===== src/rtl/neuro_uart_link.sv =====
// neuro_uart_link: full-duplex UART between the NeuralChip core and tile pins.
// RX path: 2-flop synchroniser, RX FSM, show-ahead FIFO, framing/overrun pulses.
// TX path: valid/ready capture into a word register, then start/data/stop bits.
// Optional even parity on both directions: define NEURO_UART_PARITY_EN.
module neuro_uart_link #(
    parameter int CLK_DIV    = 16,
    parameter int DATA_BITS  = 8,
    parameter int FIFO_DEPTH = 4
) (
    input  logic                 CLK,
    input  logic                 RESET,
    input  logic                 RXD,
    output logic                 TXD,
    input  logic [DATA_BITS-1:0] tx_data,
    input  logic                 tx_valid,
    output logic                 tx_ready,
    output logic [DATA_BITS-1:0] rx_data,
    output logic                 rx_valid,
    input  logic                 rx_ready,
    output logic                 frame_err,
    output logic                 rx_overrun
);
    localparam int CW = $clog2(CLK_DIV);
    localparam int BW = $clog2(DATA_BITS);
    localparam int AW = $clog2(FIFO_DEPTH);
    localparam logic [CW-1:0] CNT_FULL = CW'(CLK_DIV - 1);
    localparam logic [CW-1:0] CNT_HALF = CW'(CLK_DIV / 2 - 1);
    localparam logic [BW-1:0] BIT_LAST = BW'(DATA_BITS - 1);

    typedef enum logic [2:0] {
        S_IDLE,
        S_START,
        S_DATA,
`ifdef NEURO_UART_PARITY_EN
        S_PARITY,
`endif
        S_STOP
    } state_e;

    // ---------------- RX synchroniser ----------------
    logic rxd_meta_q, rxd_sync_q, rxd_prev_q;

    // Two-flop synchroniser plus one delayed copy for falling-edge detection.
    always_ff @(posedge CLK) begin
        // NOTE: sequential state always uses non-blocking assignments so every flop samples pre-edge values.
        if (RESET) begin
            rxd_meta_q <= 1'b1;
            rxd_sync_q <= 1'b1;
            rxd_prev_q <= 1'b1;
        end else begin
            rxd_meta_q <= RXD;
            rxd_sync_q <= rxd_meta_q;
            rxd_prev_q <= rxd_sync_q;
        end
    end

    // ---------------- RX FSM ----------------
    state_e               rx_state_q, rx_state_d;
    logic [CW-1:0]        rx_cnt_q, rx_cnt_d;
    logic [BW-1:0]        rx_bit_q, rx_bit_d;
    logic [DATA_BITS-1:0] rx_shift_q, rx_shift_d;
    logic                 rx_par_err_q, rx_par_err_d;
    logic                 rx_push, rx_bad;

    // RX next-state: mid-bit sampling driven by a down-counter per bit period.
    always_comb begin
        // NOTE: every combinational output gets a default first so no path infers a latch.
        rx_state_d   = rx_state_q;
        rx_cnt_d     = rx_cnt_q;
        rx_bit_d     = rx_bit_q;
        rx_shift_d   = rx_shift_q;
        rx_par_err_d = rx_par_err_q;
        rx_push      = 1'b0;
        rx_bad       = 1'b0;
        case (rx_state_q)
            S_IDLE: begin
                if (rxd_prev_q && !rxd_sync_q) begin
                    rx_state_d   = S_START;
                    rx_cnt_d     = CNT_HALF;
                    rx_par_err_d = 1'b0;
                end
            end
            S_START: begin
                if (rx_cnt_q == '0) begin
                    // A line that is high again at mid-start was only a glitch.
                    rx_state_d = rxd_sync_q ? S_IDLE : S_DATA;
                    rx_cnt_d   = CNT_FULL;
                    rx_bit_d   = '0;
                end else begin
                    rx_cnt_d = rx_cnt_q - CW'(1);
                end
            end
            S_DATA: begin
                if (rx_cnt_q == '0) begin
                    rx_shift_d = {rxd_sync_q, rx_shift_q[DATA_BITS-1:1]};
                    rx_cnt_d   = CNT_FULL;
                    if (rx_bit_q == BIT_LAST) begin
`ifdef NEURO_UART_PARITY_EN
                        rx_state_d = S_PARITY;
`else
                        rx_state_d = S_STOP;
`endif
                    end else begin
                        rx_bit_d = rx_bit_q + BW'(1);
                    end
                end else begin
                    rx_cnt_d = rx_cnt_q - CW'(1);
                end
            end
`ifdef NEURO_UART_PARITY_EN
            S_PARITY: begin
                if (rx_cnt_q == '0) begin
                    rx_par_err_d = rxd_sync_q != (^rx_shift_q);
                    rx_state_d   = S_STOP;
                    rx_cnt_d     = CNT_FULL;
                end else begin
                    rx_cnt_d = rx_cnt_q - CW'(1);
                end
            end
`endif
            S_STOP: begin
                if (rx_cnt_q == '0) begin
                    rx_state_d = S_IDLE;
                    if (rxd_sync_q && !rx_par_err_q) rx_push = 1'b1;
                    else                             rx_bad  = 1'b1;
                end else begin
                    rx_cnt_d = rx_cnt_q - CW'(1);
                end
            end
            default: rx_state_d = S_IDLE;
        endcase
    end

    // RX state register.
    always_ff @(posedge CLK) begin
        if (RESET) begin
            rx_state_q   <= S_IDLE;
            rx_cnt_q     <= '0;
            rx_bit_q     <= '0;
            rx_shift_q   <= '0;
            rx_par_err_q <= 1'b0;
        end else begin
            rx_state_q   <= rx_state_d;
            rx_cnt_q     <= rx_cnt_d;
            rx_bit_q     <= rx_bit_d;
            rx_shift_q   <= rx_shift_d;
            rx_par_err_q <= rx_par_err_d;
        end
    end

    // ---------------- RX FIFO ----------------
    logic [DATA_BITS-1:0] fifo_mem_q [FIFO_DEPTH];
    logic [AW:0]          wr_ptr_q, rd_ptr_q;
    logic                 fifo_full, fifo_wr, fifo_rd;
    logic                 frame_err_q, rx_overrun_q;

    assign rx_valid  = (wr_ptr_q != rd_ptr_q);
    assign fifo_full = (wr_ptr_q[AW] != rd_ptr_q[AW]) && (wr_ptr_q[AW-1:0] == rd_ptr_q[AW-1:0]);
    assign fifo_rd   = rx_valid && rx_ready;
    // A pop in the same cycle frees the slot, so a full FIFO still accepts the word.
    assign fifo_wr   = rx_push && (!fifo_full || fifo_rd);
    assign rx_data   = rx_valid ? fifo_mem_q[rd_ptr_q[AW-1:0]] : '0;

    // FIFO storage write.
    always_ff @(posedge CLK) begin
        // NOTE: storage has no reset; pointers define validity and rx_data is masked while empty.
        if (fifo_wr) fifo_mem_q[wr_ptr_q[AW-1:0]] <= rx_shift_q;
    end

    // FIFO pointers and one-cycle error pulses.
    always_ff @(posedge CLK) begin
        if (RESET) begin
            wr_ptr_q     <= '0;
            rd_ptr_q     <= '0;
            frame_err_q  <= 1'b0;
            rx_overrun_q <= 1'b0;
        end else begin
            if (fifo_wr) wr_ptr_q <= wr_ptr_q + (AW+1)'(1);
            if (fifo_rd) rd_ptr_q <= rd_ptr_q + (AW+1)'(1);
            frame_err_q  <= rx_bad;
            rx_overrun_q <= rx_push && !fifo_wr;
        end
    end

    assign frame_err  = frame_err_q;
    assign rx_overrun = rx_overrun_q;

    // ---------------- TX FSM ----------------
    state_e               tx_state_q, tx_state_d;
    logic [CW-1:0]        tx_cnt_q, tx_cnt_d;
    logic [BW-1:0]        tx_bit_q, tx_bit_d;
    logic [DATA_BITS-1:0] tx_word_q, tx_word_d;
    logic                 txd_q, txd_d;

    assign tx_ready = (tx_state_q == S_IDLE);
    assign TXD      = txd_q;

    // TX next-state: each bit is held for CLK_DIV cycles; TXD is registered.
    always_comb begin
        tx_state_d = tx_state_q;
        tx_cnt_d   = tx_cnt_q;
        tx_bit_d   = tx_bit_q;
        tx_word_d  = tx_word_q;
        txd_d      = txd_q;
        case (tx_state_q)
            S_IDLE: begin
                txd_d = 1'b1;
                if (tx_valid) begin
                    tx_word_d  = tx_data;
                    tx_state_d = S_START;
                    tx_cnt_d   = CNT_FULL;
                    txd_d      = 1'b0;
                end
            end
            S_START: begin
                if (tx_cnt_q == '0) begin
                    tx_state_d = S_DATA;
                    tx_cnt_d   = CNT_FULL;
                    tx_bit_d   = '0;
                    txd_d      = tx_word_q[0];
                end else begin
                    tx_cnt_d = tx_cnt_q - CW'(1);
                end
            end
            S_DATA: begin
                if (tx_cnt_q == '0) begin
                    tx_cnt_d = CNT_FULL;
                    if (tx_bit_q == BIT_LAST) begin
`ifdef NEURO_UART_PARITY_EN
                        tx_state_d = S_PARITY;
                        txd_d      = ^tx_word_q;
`else
                        tx_state_d = S_STOP;
                        txd_d      = 1'b1;
`endif
                    end else begin
                        tx_bit_d = tx_bit_q + BW'(1);
                        txd_d    = tx_word_q[tx_bit_d];
                    end
                end else begin
                    tx_cnt_d = tx_cnt_q - CW'(1);
                end
            end
`ifdef NEURO_UART_PARITY_EN
            S_PARITY: begin
                if (tx_cnt_q == '0) begin
                    tx_state_d = S_STOP;
                    tx_cnt_d   = CNT_FULL;
                    txd_d      = 1'b1;
                end else begin
                    tx_cnt_d = tx_cnt_q - CW'(1);
                end
            end
`endif
            S_STOP: begin
                if (tx_cnt_q == '0) begin
                    tx_state_d = S_IDLE;
                    txd_d      = 1'b1;
                end else begin
                    tx_cnt_d = tx_cnt_q - CW'(1);
                end
            end
            default: begin
                tx_state_d = S_IDLE;
                txd_d      = 1'b1;
            end
        endcase
    end

    // TX state register.
    always_ff @(posedge CLK) begin
        if (RESET) begin
            tx_state_q <= S_IDLE;
            tx_cnt_q   <= '0;
            tx_bit_q   <= '0;
            tx_word_q  <= '0;
            txd_q      <= 1'b1;
        end else begin
            tx_state_q <= tx_state_d;
            tx_cnt_q   <= tx_cnt_d;
            tx_bit_q   <= tx_bit_d;
            tx_word_q  <= tx_word_d;
            txd_q      <= txd_d;
        end
    end
endmodule


===== config.mk =====
export PLATFORM = sky130hd
export DESIGN_NAME = neuro_uart_link
export DESIGN_NICKNAME = d
export VERILOG_FILES = /design/src/rtl/neuro_uart_link.sv
export SDC_FILE = /design/constraint.sdc
export NUM_CORES = 1
export LEC_CHECK = 0
export ABC_AREA = 1
export ABC_CLOCK_PERIOD_IN_PS = 3150
export BUFFER_PORTS_ARGS = -buffer_cell sky130_fd_sc_hd__buf_2
export CAP_MARGIN = 15
export CELL_PAD_IN_SITES_DETAIL_PLACEMENT = 1
export CELL_PAD_IN_SITES_GLOBAL_PLACEMENT = 1
export CORE_MARGIN = 4
export CORE_UTILIZATION = 45
export DETAILED_ROUTE_END_ITERATION = 6
export GPL_TIMING_DRIVEN = 0
export PLACE_DENSITY_LB_ADDON = 0.1
export SLEW_MARGIN = 20
export SYNTH_ARGS = -nofsm -noshare
export SYNTH_HDL_FRONTEND = slang
export SYNTH_SLANG_ARGS = --single-unit
export TNS_END_PERCENT = 1

===== constraint.sdc =====
create_clock -name CLK -period 3.15 [get_ports CLK]
set_input_delay 0.4725 -clock CLK [delete_from_list [all_inputs] [get_ports CLK]]
set_output_delay 0.4725 -clock CLK [all_outputs]
set_load 0.02 [all_outputs]

==> summary.md, run 1 <==
| Metric | Value |
|---|---|
| Hold Path Sink | `rxd_meta_q` |
| Layout cell share with drive strength beyond 1 | `15.0%` |
| IR Drop Worst-Case VDD | `0.439 mV` |
| Initial Util | `a little under half` |
| Post-synth EDFFs | `32` |
| Row Count | `32` |
| Initial antenna violation count | `0` |
| # clock sinks | `80` |
| Final Max Tran Viols | `0` |
| Die height | `98.7 µm` |
| CP required | `3.14 ns` |
| Worst Max-Slew Pin Slew | `between 0.8 and 0.9 ns` |
| CP Capture Type | `flip-flop` |
| Kind of critical path | `reg -> reg` |
| Mapped Area | `approximately 0.0037 mm²` |
| Synth Net Count | `454` |
| GPL Wtd Cong | `0.792` |
| CTS tree | `built` |
| Synth-to-Final Area Change | `11.8%` |
| Worst Path Arrival | `2.25 ns` |
| Fin worst setup slack | `just under 0.9 ns` |
| Cells on worst reg2reg path | `8` |
| # diodes | `0` |
| Routed vias/inst | `5.25` |
| Largest net degree at the start of global routing | `17` |
| CP Cell Sequence | `inv_1 -> ha_1 -> nand2_1 -> nor2_4 -> nand2_4 -> nor2_4 -> nand2_4 -> nor2_1` |
| Asr flop ratio synth | `0%` |
| # fillers | `963` |
| Overall routed net length | `8.41 mm` |
| Period Utilization, post-route | `71.8%` |
| Synthesized instance count | `420` |
| # DRC | `0` |
| Setup-failing EPs final | `0` |
| Final Hold Vio Count | `0` |
| H-tree depth | `3` |
| First-pass GRT wire length | `14.6 mm` |
| Max-slew headroom | `45.6%` |
| Cts hold-fix bufs | `0` |
| PwrDens | `about 670 mW/mm²` |
| Total global routing overflow | `0` |
| Gr usage total | `18.6%` |
| Sequential-to-total area share from yosys stat | `51.9%` |
| Max Cap Viol | `0` |
| Cell family with most CP delay | `simple AND/OR/NAND/NOR gates` |
| Maximum clock insertion buffer count | `2` |
| Setup Buffers After CTS | `0` |
| Hold Path Class | `in -> reg` |
| Unrepaired setup endpoints after global routing | `no` |
| Synth warn | `0` |
| Post-synth top flop | `dfxtp_1` |
| Delay of the slowest cell on the worst path | `0.63 ns` |
| Critical Path Fanout Max | `8` |
| I/O pin total | `26` |
| Syn avg cell area | `8.82 µm²` |
| Die area | `around 0.0097 mm²` |
| Core area | `0.00785 mm²` |
| Buf/Inv on CP | `1` |
| Port Buffers | `24` |
| Commonest non-fill, non-tap cells in the layout | `nand2_1 (66), nor2_1 (61), dfxtp_1 (48)` |
| Initial drt markers | `89` |
| Detail Placement HPWL | `6.15 mm` |
| Final ANT Viol Nets | `0` |
| Worst setup SP type | `flip-flop` |
| Reg-to-reg slack, setup | `just under 0.9 ns` |
| Clk_lat worst skew | `0.36 ns` |
| Status | `completed` |
| Worst path slowest cell | `nor2_1` |
| Flops & latches, synth | `80` |
| Worst slack, placed | `0.882 ns` |
| Drt pass-1 iters | `4` |
| Setup_tns | `0 ns` |
| Vias | `just under 3000` |
| Layout Skew | `0.00926 ns` |
| Final Critical Period | `2.26 ns` |
| Die W | `98.7 µm` |
| Netlist cell types | `35` |
| Hold Startpoint | `RXD` |
| Vias in the first global route | `3140` |
| Clock transition at path regs | `0.09 ns` |
| Post-CTS sizing | `0` |
| Reg-to-Reg End | `fifo_mem_q[0][2]` |
| Hold Path Depth | `2` |
| Min Hold Slack | `a little under 0.3 ns` |
| Final nets | `489` |
| Root Buffer | `clkbuf_8` |
| Drt wl/cell | `15.0 µm` |
| Leak pwr | `1.78 nW` |
| CTS Buf Count | `9` |
| Commonest non-fill, non-tap cell in the layout | `nand2_1` |
| Max Clk Rate | `about 440 MHz` |
| RR Startpoint | `rx_cnt_q[0]` |
## synthesized netlist by cell type, types with 5 or more instances
| cell | instances | area share [%] |
|---|---|---|
| o32ai_1 | 8 | 1.9 |
| xor2_1 | 5 | 1.2 |
| a31oi_1 | 5 | 0.84 |
| dfxtp_1 | 48 | 26 |
| inv_1 | 45 | 4.6 |
| ha_1 | 21 | 7.1 |
| clkbuf_1 | 5 | 0.51 |
| a21oi_1 | 27 | 3.6 |
| nor2_1 | 61 | 6.2 |
| edfxtp_1 | 32 | 26 |
| nand2_1 | 66 | 6.7 |
| nand3_1 | 28 | 3.8 |
| o21ai_0 | 29 | 3.9 |
## metal layers
metal,global-route usage (%),routed length (µm),part of all wire (%)
met1,23.0,3840,46
met2,32.4,4230,50
met3,3.75,228,2.7
met4,6.51,105,1.2
met5,0,0,0
## through the flow
step	cells	power, mW	cell area (µm²)	util [%]
3_3_place_gp	546	2.02	3950	50.4
6_report	562	2.76	4140	52.7
3_5_place_dp	546	2.07	3950	50.4
4_1_cts	562	2.80	4140	52.7
5_1_grt	562	2.97	4140	52.7
2_1_floorplan	420	1.85	3700	-
## cells by family (layout without fill, tap and decap cells)
group                    Yosys count  count (layout)  synth area share [%]
XOR/XNOR                           6               6                  1.42
buffers and inverters             60             100                  6.55
AO/OA/AOI/OAI                     78              78                  12.2
AND/OR/NAND/NOR                  175             175                  20.8
flip-flops                        80              80                  51.9
adder cells (fa/ha/maj)           21              21                  7.09
## power breakdown
group	total (mW)	leakage (nW)	internal [mW]	switching, mW
registers	1.23	0.689	1.16	0.0715
logic	0.812	0.998	0.276	0.537
clock network	0.721	0.0899	0.302	0.419
total	2.76	1.78	1.74	1.03
## worst max path at each step
stage	startpoint	depth (start not counted)	slack [ns]	to
2_1_floorplan	rx_cnt_q[0]	8	1.34	fifo_mem_q[0][0]
3_3_place_gp	rx_cnt_q[0]	8	0.93	fifo_mem_q[0][6]
3_5_place_dp	rx_cnt_q[0]	8	0.88	fifo_mem_q[0][6]
4_1_cts	rx_cnt_q[0]	8	0.87	fifo_mem_q[0][2]
5_1_grt	rx_cnt_q[0]	8	0.71	fifo_mem_q[0][2]
6_report	rx_cnt_q[0]	8	0.89	fifo_mem_q[0][2]
## state kept, by name (all words and copies together) (netlist names), 2 cells and up, named ones only
name and count:
tx_word_q 8, rx_bit_q 3, rx_cnt_q 4, tx_bit_q 3, rx_state_q 2, tx_cnt_q 4
rx_shift_q 8, tx_state_q 2, wr_ptr_q 3, fifo_mem_q 32, rd_ptr_q 3
## final cells by class
class / count / area (µm²) / share of cell area (%)
Sequential cell: 80 / 1920 / 46.4
Multi-Input combinational cell: 280 / 1540 / 37.2
Inverter: 48 / 180 / 4.35
Tap cell: 102 / 128 / 3.08
Clock buffer: 9 / 124 / 2.99
Timing Repair Buffer: 24 / 120 / 2.90
Clock inverter: 7 / 63.8 / 1.54
Buffer: 12 / 62.6 / 1.51
No activity file was read; power rests on OpenSTA's default activity.
==> run 2: changes to the inputs <==
- ABC_CLOCK_PERIOD_IN_PS: 3150 -> 2050
- CORE_UTILIZATION: 45 -> 41
- clock period: 3.15 -> 2.05 ns (I/O delays scaled with it)
==> summary.md, run 2 (synthesis gave the netlist of run 1 again) <==
| Metric | Value |
|---|---|
| PwrDens | `1010 mW/mm²` |
| Clock share of power | `26.1%` |
| Layout cell share with drive strength beyond 1 | `16.5%` |
| Maximum clock insertion buffer count | `2` |
| Final Critical Period | `roughly 2 ns` |
| Detail Placement HPWL | `~6 mm` |
| Int Power | `2.67 mW` |
| Cells on worst reg2reg path | `8` |
| Max Clk Rate | `502 MHz` |
| Clock transition at path regs | `about 0.090 ns` |
| Setup-failing EPs final | `0` |
| Met2 usage | `between 20% and 30%` |
| CP required | `1.74 ns` |
| Port Buffers | `24` |
| Sw Share | `a little under two fifths` |
| Gr usage total | `between 10% and 20%` |
| Final Cell Area | `around 0.0042 mm²` |
| Reg area | `0.00192 mm²` |
| Unrepaired setup endpoints after global routing | `yes` |
| Final Hold Vio Count | `0` |
| Layout Skew | `0.00643 ns` |
| Drt wl/cell | `14.4 µm` |
| Initial drt markers | `73` |
| Clk_lat worst skew | `0.35 ns` |
| Max FFs per register | `32` |
| Met3 GRT Util | `2.84%` |
| Max-slew headroom | `60.6%` |
| Worst Max-Slew Pin Slew | `0.591 ns` |
| # clock sinks | `80` |
| Core area | `0.00876 mm²` |
| Status | `completed` |
| Comb pwr share | `29.2%` |
| Initial Util | `42.3%` |
| Fin worst setup slack | `about 0.057 ns` |
| Overall routed net length | `around 8.2 mm` |
| Die W | `103 µm` |
| CTS tree | `built` |
| Final nets | `just under 500` |
| CP Capture Type | `primary output` |
| First-pass GRT wire length | `13.8 mm` |
| Worst setup SP type | `flip-flop` |
| Cts hold-fix bufs | `0` |
| Kind of critical path | `reg -> out` |
| GPL Wtd Cong | `0.797` |
| Initial antenna violation count | `0` |
| Root Buffer | `clkbuf_8` |
| Synth-to-Final Area Change | `13.0%` |
| Leak pwr | `1.79 nW` |
| Die height | `103 µm` |
| H-tree depth | `3` |
| Row Count | `34` |
| Worst slack, placed | `-0.179 ns` |
| Flop pwr share | `44.7%` |
| Period Utilization, post-route | `between 90 and 100%` |
| Total global routing overflow | `0` |
| Largest net degree at the start of global routing | `17` |
| # diodes | `0` |
| Hold Path Depth | `2` |
| Critical Path Fanout Max | `10` |
| IR Drop Worst-Case VDD | `0.494 mV` |
| # DRC | `0` |
| Routed vias/inst | `5.02` |
| CTS Buf Count | `9` |
| Vias | `2851` |
| Commonest non-fill, non-tap cell in the layout | `nand2_1` |
| GR peak layer | `met2` |
| Global-route met1 utilization | `between 20% and 30%` |
| Final ANT Viol Nets | `0` |
| # fillers | `1065` |
| Max Cap Viol | `0` |
| I/O pin total | `26` |
| Commonest non-fill, non-tap cells in the layout | `nand2_1 (66), nor2_1 (57), dfxtp_1 (46)` |
| Worst Path Arrival | `~1.7 ns` |
| Multi-input gate area | `~0.0016 mm²` |
| Vias in the first global route | `between 2000 and 3000` |
| Final Max Tran Viols | `0` |
| Hold Path Class | `in -> reg` |
| Die area | `0.0106 mm²` |
| Post-DP Area | `0.00396 mm²` |
| Sw Pwr | `1.56 mW` |
| Drt pass-1 iters | `4` |
## run 2: cell count changes in the layout (fill, tap and decap cells not counted), sizes merged
cell and delta:
inv +1, clkinvlp -1
## run 2: metal layers
| metal | vias up | share of wire [%] |
|---|---|---|
| li1 | 1469 | - |
| met1 | 1342 | 49 |
| met2 | 29 | 48 |
| met3 | 11 | 2.1 |
| met4 | 0 | 1.3 |
| met5 | - | 0 |
## run 2: area by class of cell
cell class	instances	area share (%)
inverters	48	4.42
clock inverters	7	1.49
flip-flops and latches	80	46.0
plain buffers	12	1.88
repair buffers	24	2.87
clock buffers	9	2.96
well taps	108	3.23
multi-input cells	280	37.2
## run 2: critical path, cell delays in order, from the launching register on
cell and delay (ns):
dfxtp_1 0.35, or2_1 0.24, a21oi_2 0.17, nand2_2 0.10, buf_6 0.17, nand2_1 0.10, inv_1 0.05, buf_2 0.15
## run 2: worst paths after layout
path	start	to	slack (ns)
max	rd_ptr_q[1]	rx_data[2]	0.06
min	RXD	rxd_meta_q	0.14
max reg2reg	rx_cnt_q[0]	fifo_mem_q[0][0]	0.08
min reg2reg	rxd_meta_q	rxd_sync_q	0.42
## run 2: power by group through the flow
stage	combinational (mW)	clock, mW	sequential, mW
after floorplan	0.927	0	1.91
after global placement	1.20	0	1.92
after detailed placement	1.24	0	1.93
after CTS	1.25	1.14	1.89
after global routing	1.43	1.20	1.91
final	1.24	1.10	1.89
## run 2: repair_timing
item | in CTS | in global routing
pin swaps | 0 | 0
resized for setup | 4 | 11
buffers inserted | 0 | 0
setup endpoints to repair | 35 | 40
## run 2: through the flow
| step | cells | power, mW | hold slack (ns) | TNS [ns] | utilization [%] |
|---|---|---|---|---|---|
| 5_1_grt | 568 | 4.55 | 0.129 | -3.16 | 47.8 |
| 2_1_floorplan | 420 | 2.84 | 0.389 | 0 | - |
| 3_3_place_gp | 552 | 3.12 | 0.404 | -4.60 | 45.2 |
| 6_report | 568 | 4.23 | 0.138 | 0 | 47.8 |
| 3_5_place_dp | 552 | 3.17 | 0.398 | -4.89 | 45.2 |
| 4_1_cts | 568 | 4.28 | 0.114 | -2.36 | 47.4 |
